===== src/rtl/flag_unit.sv =====
// Architectural C/Z/I flags, interrupt-entry shadow copies, and the external
// interrupt synchronizer/pending latch for the 8-bit MCU datapath.
module flag_unit (
  input  logic       clk,
  input  logic       rst,
  input  logic       alu_c,
  input  logic       alu_z,
  input  logic       flg_c_ld,
  input  logic       flg_z_ld,
  input  logic       flg_ld_sel,
  input  logic       flg_c_set,
  input  logic       flg_c_clr,
  input  logic       flg_shad_ld,
  input  logic       i_set,
  input  logic       i_clr,
  input  logic       intr,
  input  logic       int_ack,
  input  logic [2:0] br_cond,
  output logic       c_flag,
  output logic       z_flag,
  output logic       i_flag,
  output logic       cin,
  output logic       br_taken,
  output logic       int_pend
);

  logic shad_c, shad_z;
  logic sync1, sync2, sync3;
  logic pend;
  logic c_src, z_src;
  logic intr_edge;

  assign c_src     = flg_ld_sel ? shad_c : alu_c;
  assign z_src     = flg_ld_sel ? shad_z : alu_z;
  assign intr_edge = sync2 & ~sync3;

  always_ff @(posedge clk or posedge rst) begin
    if (rst) begin
      c_flag <= 1'b0;
      z_flag <= 1'b0;
    end else begin
      if (flg_c_clr)      c_flag <= 1'b0;
      else if (flg_c_set) c_flag <= 1'b1;
      else if (flg_c_ld)  c_flag <= c_src;
      if (flg_z_ld)       z_flag <= z_src;
    end
  end

  // Shadows take the pre-edge flags, so a shadow load alongside a restore swaps.
  always_ff @(posedge clk or posedge rst) begin
    if (rst) begin
      shad_c <= 1'b0;
      shad_z <= 1'b0;
    end else if (flg_shad_ld || int_ack) begin
      shad_c <= c_flag;
      shad_z <= z_flag;
    end
  end

  always_ff @(posedge clk or posedge rst) begin
    if (rst)                  i_flag <= 1'b0;
    else if (int_ack || i_clr) i_flag <= 1'b0;
    else if (i_set)           i_flag <= 1'b1;
  end

  // A fresh edge wins over the acknowledge so a back-to-back request is kept.
  always_ff @(posedge clk or posedge rst) begin
    if (rst) begin
      sync1 <= 1'b0;
      sync2 <= 1'b0;
      sync3 <= 1'b0;
      pend  <= 1'b0;
    end else begin
      sync1 <= intr;
      sync2 <= sync1;
      sync3 <= sync2;
      pend  <= intr_edge | (pend & ~int_ack);
    end
  end

  assign cin      = c_flag;
  assign int_pend = pend & i_flag;

  always_comb begin
    br_taken = 1'b0;
    unique case (br_cond)
      3'b000:  br_taken = 1'b1;
      3'b001:  br_taken = c_flag;
      3'b010:  br_taken = ~c_flag;
      3'b011:  br_taken = z_flag;
      3'b100:  br_taken = ~z_flag;
      default: br_taken = 1'b0;
    endcase
  end

endmodule


===== config.mk =====
export PLATFORM = sky130hd
export DESIGN_NAME = flag_unit
export DESIGN_NICKNAME = d
export VERILOG_FILES = /design/src/rtl/flag_unit.sv
export SDC_FILE = /design/constraint.sdc
export NUM_CORES = 1
export LEC_CHECK = 0
export BUFFER_PORTS_ARGS = -buffer_cell sky130_fd_sc_hd__buf_2
export CAP_MARGIN = 20
export CORE_AREA = 2 2 39 41
export DETAILED_ROUTE_END_ITERATION = 10
export DIE_AREA = 0 0 41 43
export GPL_TIMING_DRIVEN = 1
export SYNTH_ARGS = -nofsm -noshare
export SYNTH_HDL_FRONTEND = slang
export SYNTH_SLANG_ARGS = --single-unit

===== constraint.sdc =====
create_clock -name clk -period 1.2 [get_ports clk]
set_input_delay 0.06 -clock clk [delete_from_list [all_inputs] [get_ports clk]]
set_output_delay 0.06 -clock clk [all_outputs]
set_load 0.02 [all_outputs]

# Word-level counts from Yosys, hierarchy flattened
# Cells that the tools add are included.
[word_totals] register_bits=9 latchBits=0 ramBits=0 romBits=0 in_bits=17 output_inout_bits=6 memories=0
[op_classes] add_sub_neg=0 n_mul=0 div_mod_pow=0 n_lt_le_gt_ge=0 eq_ne=4 shift=0 mux=8 n_bitwise=8 n_reduce_logical=5
[ops] cell="two-way mux 1 bit" count=7
[ops] cell="equality test 3 x 2 -> 1 bit, second input constant" count=2
[ops] cell="one-hot mux 1 bit (5 select lines)" count=1
[ops] cell="NOT 1 bit" count=4
[ops] cell="bitwise AND 1 bit" count=3
[ops] cell="equality test 3 x 1 -> 1 bit, second input constant" count=1
[ops] cell="equality test 3 bit, second input constant" count=1
[ops] cell="logical NOT 3 bit" count=1
[ops] cell="nonzero test 3 bit" count=1
[ops] cell="logical OR 1 bit" count=2
[ops] cell="nonzero test 2 bit" count=1
[ops] cell="OR 1 bit" count=1

# Logic depth before layout (Yosys ltp)
[depth] depth_word=4 ltp_mapped=3 depth_no_buf=3

# Worst setup path before layout
# No wires, ideal clock.
[synth_timing] path_kind="register to output" start="register c_flag" end="output port br_taken" arrival_time_ps=1152 path_slack_ps=-12 stages_incl_launch_ff=4 cell_sequence="dfrtp_1 -> mux2_1 -> a21oi_1 -> o32ai_1"
[synth_between] elab_chain_len=2
[synth_lines] item="start, declared" line_no="19" text="output logic c_flag,"
[synth_lines] item="start signal, assigned" line_no="44" text="else if (flg_c_ld) c_flag <= c_src;"
[synth_lines] item="NOT 1 bit" line_no="89" text="3'b010: br_taken = ~c_flag;"
[synth_lines] item="one-hot mux 1 bit (5 select lines) (*)" line_no="86" text="unique case (br_cond)"
[synth_lines] item="end, declared" line_no="23" text="output logic br_taken,"
# Mark *: on every way between the ends. The rest lies on a longest branch, timed or not.

# Worst setup path in the final report
# Same ends and word-level chain as after synthesis.

==> results.sh <==
export IMPL_commonest_non_fill_non_tap_cells_in_the_layout="sky130_fd_sc_hd__buf_2 (22), sky130_fd_sc_hd__dfrtp_1 (8), sky130_fd_sc_hd__dlygate4sd3_1 (6)"
export IMPL_number_of_cells_traversed_by_the_worst_register_to_register_path=3
export IMPL_relSlewSlack_pct=78.1
export IMPL_grt_overflow_total=0
export IMPL_rr_endpoint="c_flag"
export IMPL_avgSynthCellArea_um2=12.0
export IMPL_placementRows=14
export IMPL_maxClockFrequency_mhz=714
export IMPL_viasPerCell=4.30
export IMPL_worstPathRequired_ns=1.14
export IMPL_grt_pass1_vias=335
export IMPL_postCtsSetupBuffers=0
export IMPL_routability_driven_placement_congestion_ratio=0.715
export IMPL_die_width_um=41
export IMPL_clk_path_buf_depth=2
export IMPL_setup_total_negative_slack_ns=-0.200
export IMPL_synth_compound_area_share_pct=9.06
export IMPL_cp_start_kind="register"
export IMPL_number_of_standard_cells_in_the_layout_taps_in_and_fillers_out=79
export IMPL_post_route_drc_count=0
export IMPL_die_h_um=43
export IMPL_max_cap_violations=0
export IMPL_cpMaxStageDelayCell="sky130_fd_sc_hd__dfrtp_2"
export IMPL_finalCritPeriodShare_pct=117
export IMPL_routedWlPerCell_um=10.6
export IMPL_tritoncts_sink_count=9
export IMPL_setup_worst_path_end="br_taken"
export IMPL_actual_transition_at_the_worst_max_transition_pin_ns=0.328
export IMPL_finalNetCount=81
export IMPL_share_of_synthesized_cell_area_in_and_or_nand_and_nor_gates_pct=7.38
export IMPL_critical_path_class="register to output port"
export IMPL_drtAntennaViolNets=0
export IMPL_i_o_pin_cnt=23
export IMPL_status="finished with violations"
export IMPL_die_area_um2=1760
export IMPL_failed_checks="negative setup slack"
export IMPL_synth_adder_area_share_pct=0
export IMPL_setup_violations_final=1
export IMPL_drt_total_wl_um=838
export IMPL_critical_path_depth=5
export IMPL_vdd_ir_drop_worst_v=0.000517
export IMPL_preCtsSetupSlack_ns=0.0642
export IMPL_fin_skew_ns=0.000981
export IMPL_synthesis_area_um2=373
export IMPL_antenna_found_initial=0
export IMPL_antenna_cells=0
export IMPL_route_vias_total=340
export IMPL_area_growth_syn_to_layout_pct=61.4
export IMPL_power_density_nw_per_um2=1200
export IMPL_cp_cell_instances="buf_6, mux2i_1, a21oi_2, o32ai_1, buf_2"
export IMPL_yosys_area_share_xor_xnor_pct=0
export IMPL_clock_insertion_delay_worst_skew_ns=0.26
export IMPL_synth_top_family_by_area="multiplexers"
export IMPL_reg2reg_from="c_flag"
export IMPL_detailedRoute_firstPassIterationCount=2
export IMPL_htree_levels=1
export IMPL_yosysSeqAreaShare_pct=60.4
export IMPL_final_layout_size_suffix_gt1_share_pct=46.0
export IMPL_pin_count_of_the_biggest_net_entering_global_routing=10
export IMPL_p_leak_nw=0.313
export IMPL_critical_path_max_stage_delay_ns=0.42
export IMPL_post_synth_mux_area_share_pct=17.1
export IMPL_first_pass_grt_wire_length_mm=1.31
export IMPL_placed_cells=69
export IMPL_synth_net_count=48
export IMPL_worstSetupEndpointType="output port"
export IMPL_final_hold_viol_count=0
export IMPL_path_clk_slew_ns=0.06
export IMPL_synthDistinctLibCells=12
export IMPL_worstPathArrival_ns=1.34
export IMPL_worstPathMaxFanout=5
export IMPL_floorplan_initialDensity_pct=26.9
export IMPL_path_buf_inv=2
export IMPL_report_final_slew_viol_count=0
export IMPL_ys_seq_elements=9
export IMPL_hold_path_class="primary input to register"
export IMPL_synth_yosys_warnings=0
export IMPL_critical_path_startpoint="c_flag"
export IMPL_netlist_instances=31
export IMPL_clockRootBuffer="sky130_fd_sc_hd__clkbuf_4"
export IMPL_top_cell_family_by_delay_on_the_critical_path="flip-flops"
export IMPL_layout_cell_area_non_filler_um2=602
export IMPL_floorplan_core_area_um2=1380
export IMPL_initialDrtViolationCount=2
export IMPL_grt_setup_unrepaired="true"
export IMPL_layout_cells_most_common="sky130_fd_sc_hd__buf_2"
export IMPL_grt_util_all_layers_pct=11.5
export IMPL_clock_buffer_count_from_cts=3
export IMPL_finalWorstSetupSlack_ns=-0.200
export IMPL_numPortBuffers=22
export IMPL_fillers=139
export IMPL_setup_reg_to_reg_worst_slack_ns=0.24
export IMPL_postPlaceCellArea_um2=504
export IMPL_layout_min_cycle_time_ns=1.40
export IMPL_cts_tree="yes"
[cell families after synthesis]
| family | Yosys count |
|---|---|
| buf+inv | 5 |
| compound gates | 5 |
| mux | 6 |
| simple gates | 6 |
| flops | 9 |
[cell usage after synthesis]
master	n	area (um^2)
sky130_fd_sc_hd__and2_1	1	6.26
sky130_fd_sc_hd__mux2_1	3	33.8
sky130_fd_sc_hd__a21oi_1	2	10.0
sky130_fd_sc_hd__o22ai_1	1	6.26
sky130_fd_sc_hd__mux2i_1	3	30.0
sky130_fd_sc_hd__inv_1	4	15.0
sky130_fd_sc_hd__a311oi_1	1	8.76
sky130_fd_sc_hd__buf_4	1	7.51
sky130_fd_sc_hd__nor2_1	3	11.3
sky130_fd_sc_hd__dfrtp_1	9	225
sky130_fd_sc_hd__nor3_1	2	10.0
sky130_fd_sc_hd__o32ai_1	1	8.76
[routing by layer]
| layer | vias to the layer above | GRT usage, % | part of all wire, % |
|---|---|---|---|
| li1 | 171 | - | - |
| met1 | 158 | 12.9 | 39 |
| met2 | 11 | 16.9 | 54 |
| met3 | 0 | 6.28 | 6.2 |
| met4 | 0 | 6.00 | 0 |
| met5 | - | 0 | 0 |
[registers in the layout, summed over array words and instances (netlist names)]
| register | count |
|---|---|
| c_flag | 1 |
| i_flag | 1 |
| pend | 1 |
| shad_c | 1 |
| shad_z | 1 |
| sync1 | 1 |
| sync2 | 1 |
| sync3 | 1 |
| z_flag | 1 |
[report_power, final]
part           internal, W  switching [W]  leakage [nW]
Combinational    0.0000773      0.0000698         0.192
Clock             0.000128       0.000101        0.0150
Sequential        0.000331      0.0000175         0.106
[worst register-to-register path, delay by kind of cell (launching register included)]
kind | cells | cell delay (ns)
buffers and inverters | 1 | 0.13
and+or+nand+nor | 1 | 0.21
AOI/OAI and AO/OA | 1 | 0.08
DFF | 1 | 0.42
[per-stage QoR]
stage	utilization, %	power (W)	hold WS, ns
floorplan	-	0.000421	-0.112
finish	43.5	0.000725	0.0110
detailed placement	36.4	0.000478	0.0323
CTS	42.9	0.000737	0.00134
global placement	36.4	0.000475	0.0255
global route	43.5	0.000775	0.000939
[how the worst min path moves through the flow]
| stage | from | end | slack [ns] | cells after the start |
|---|---|---|---|---|
| detailed placement | rst | sync1 | 0.03 | 2 |
| finish | flg_c_ld | c_flag | 0.01 | 2 |
| floorplan | rst | i_flag | -0.11 | 1 |
| global placement | rst | sync1 | 0.03 | 2 |
| CTS | flg_c_ld | c_flag | 0.001 | 2 |
| global route | flg_c_ld | c_flag | 0.0009 | 2 |
[layout make-up]
cell class                      count  area [um^2]  share of cell area (%)
Inverter                            4         15.0                    2.49
Clock buffer                        4         26.3                    4.37
Timing Repair Buffer               29          181                    30.1
Sequential cell                     9          226                    37.6
Multi-Input combinational cell     17          133                    22.0
Tap cell                           16         20.0                    3.33
[timing repair]
item,in CTS,in global routing
pin swaps,1,0
hold buffers,6,0
setup endpoints to repair,1,1
gates resized for setup,1,2
hold endpoints to repair,13,0
Note: power is estimated with default switching activity, not from simulation.
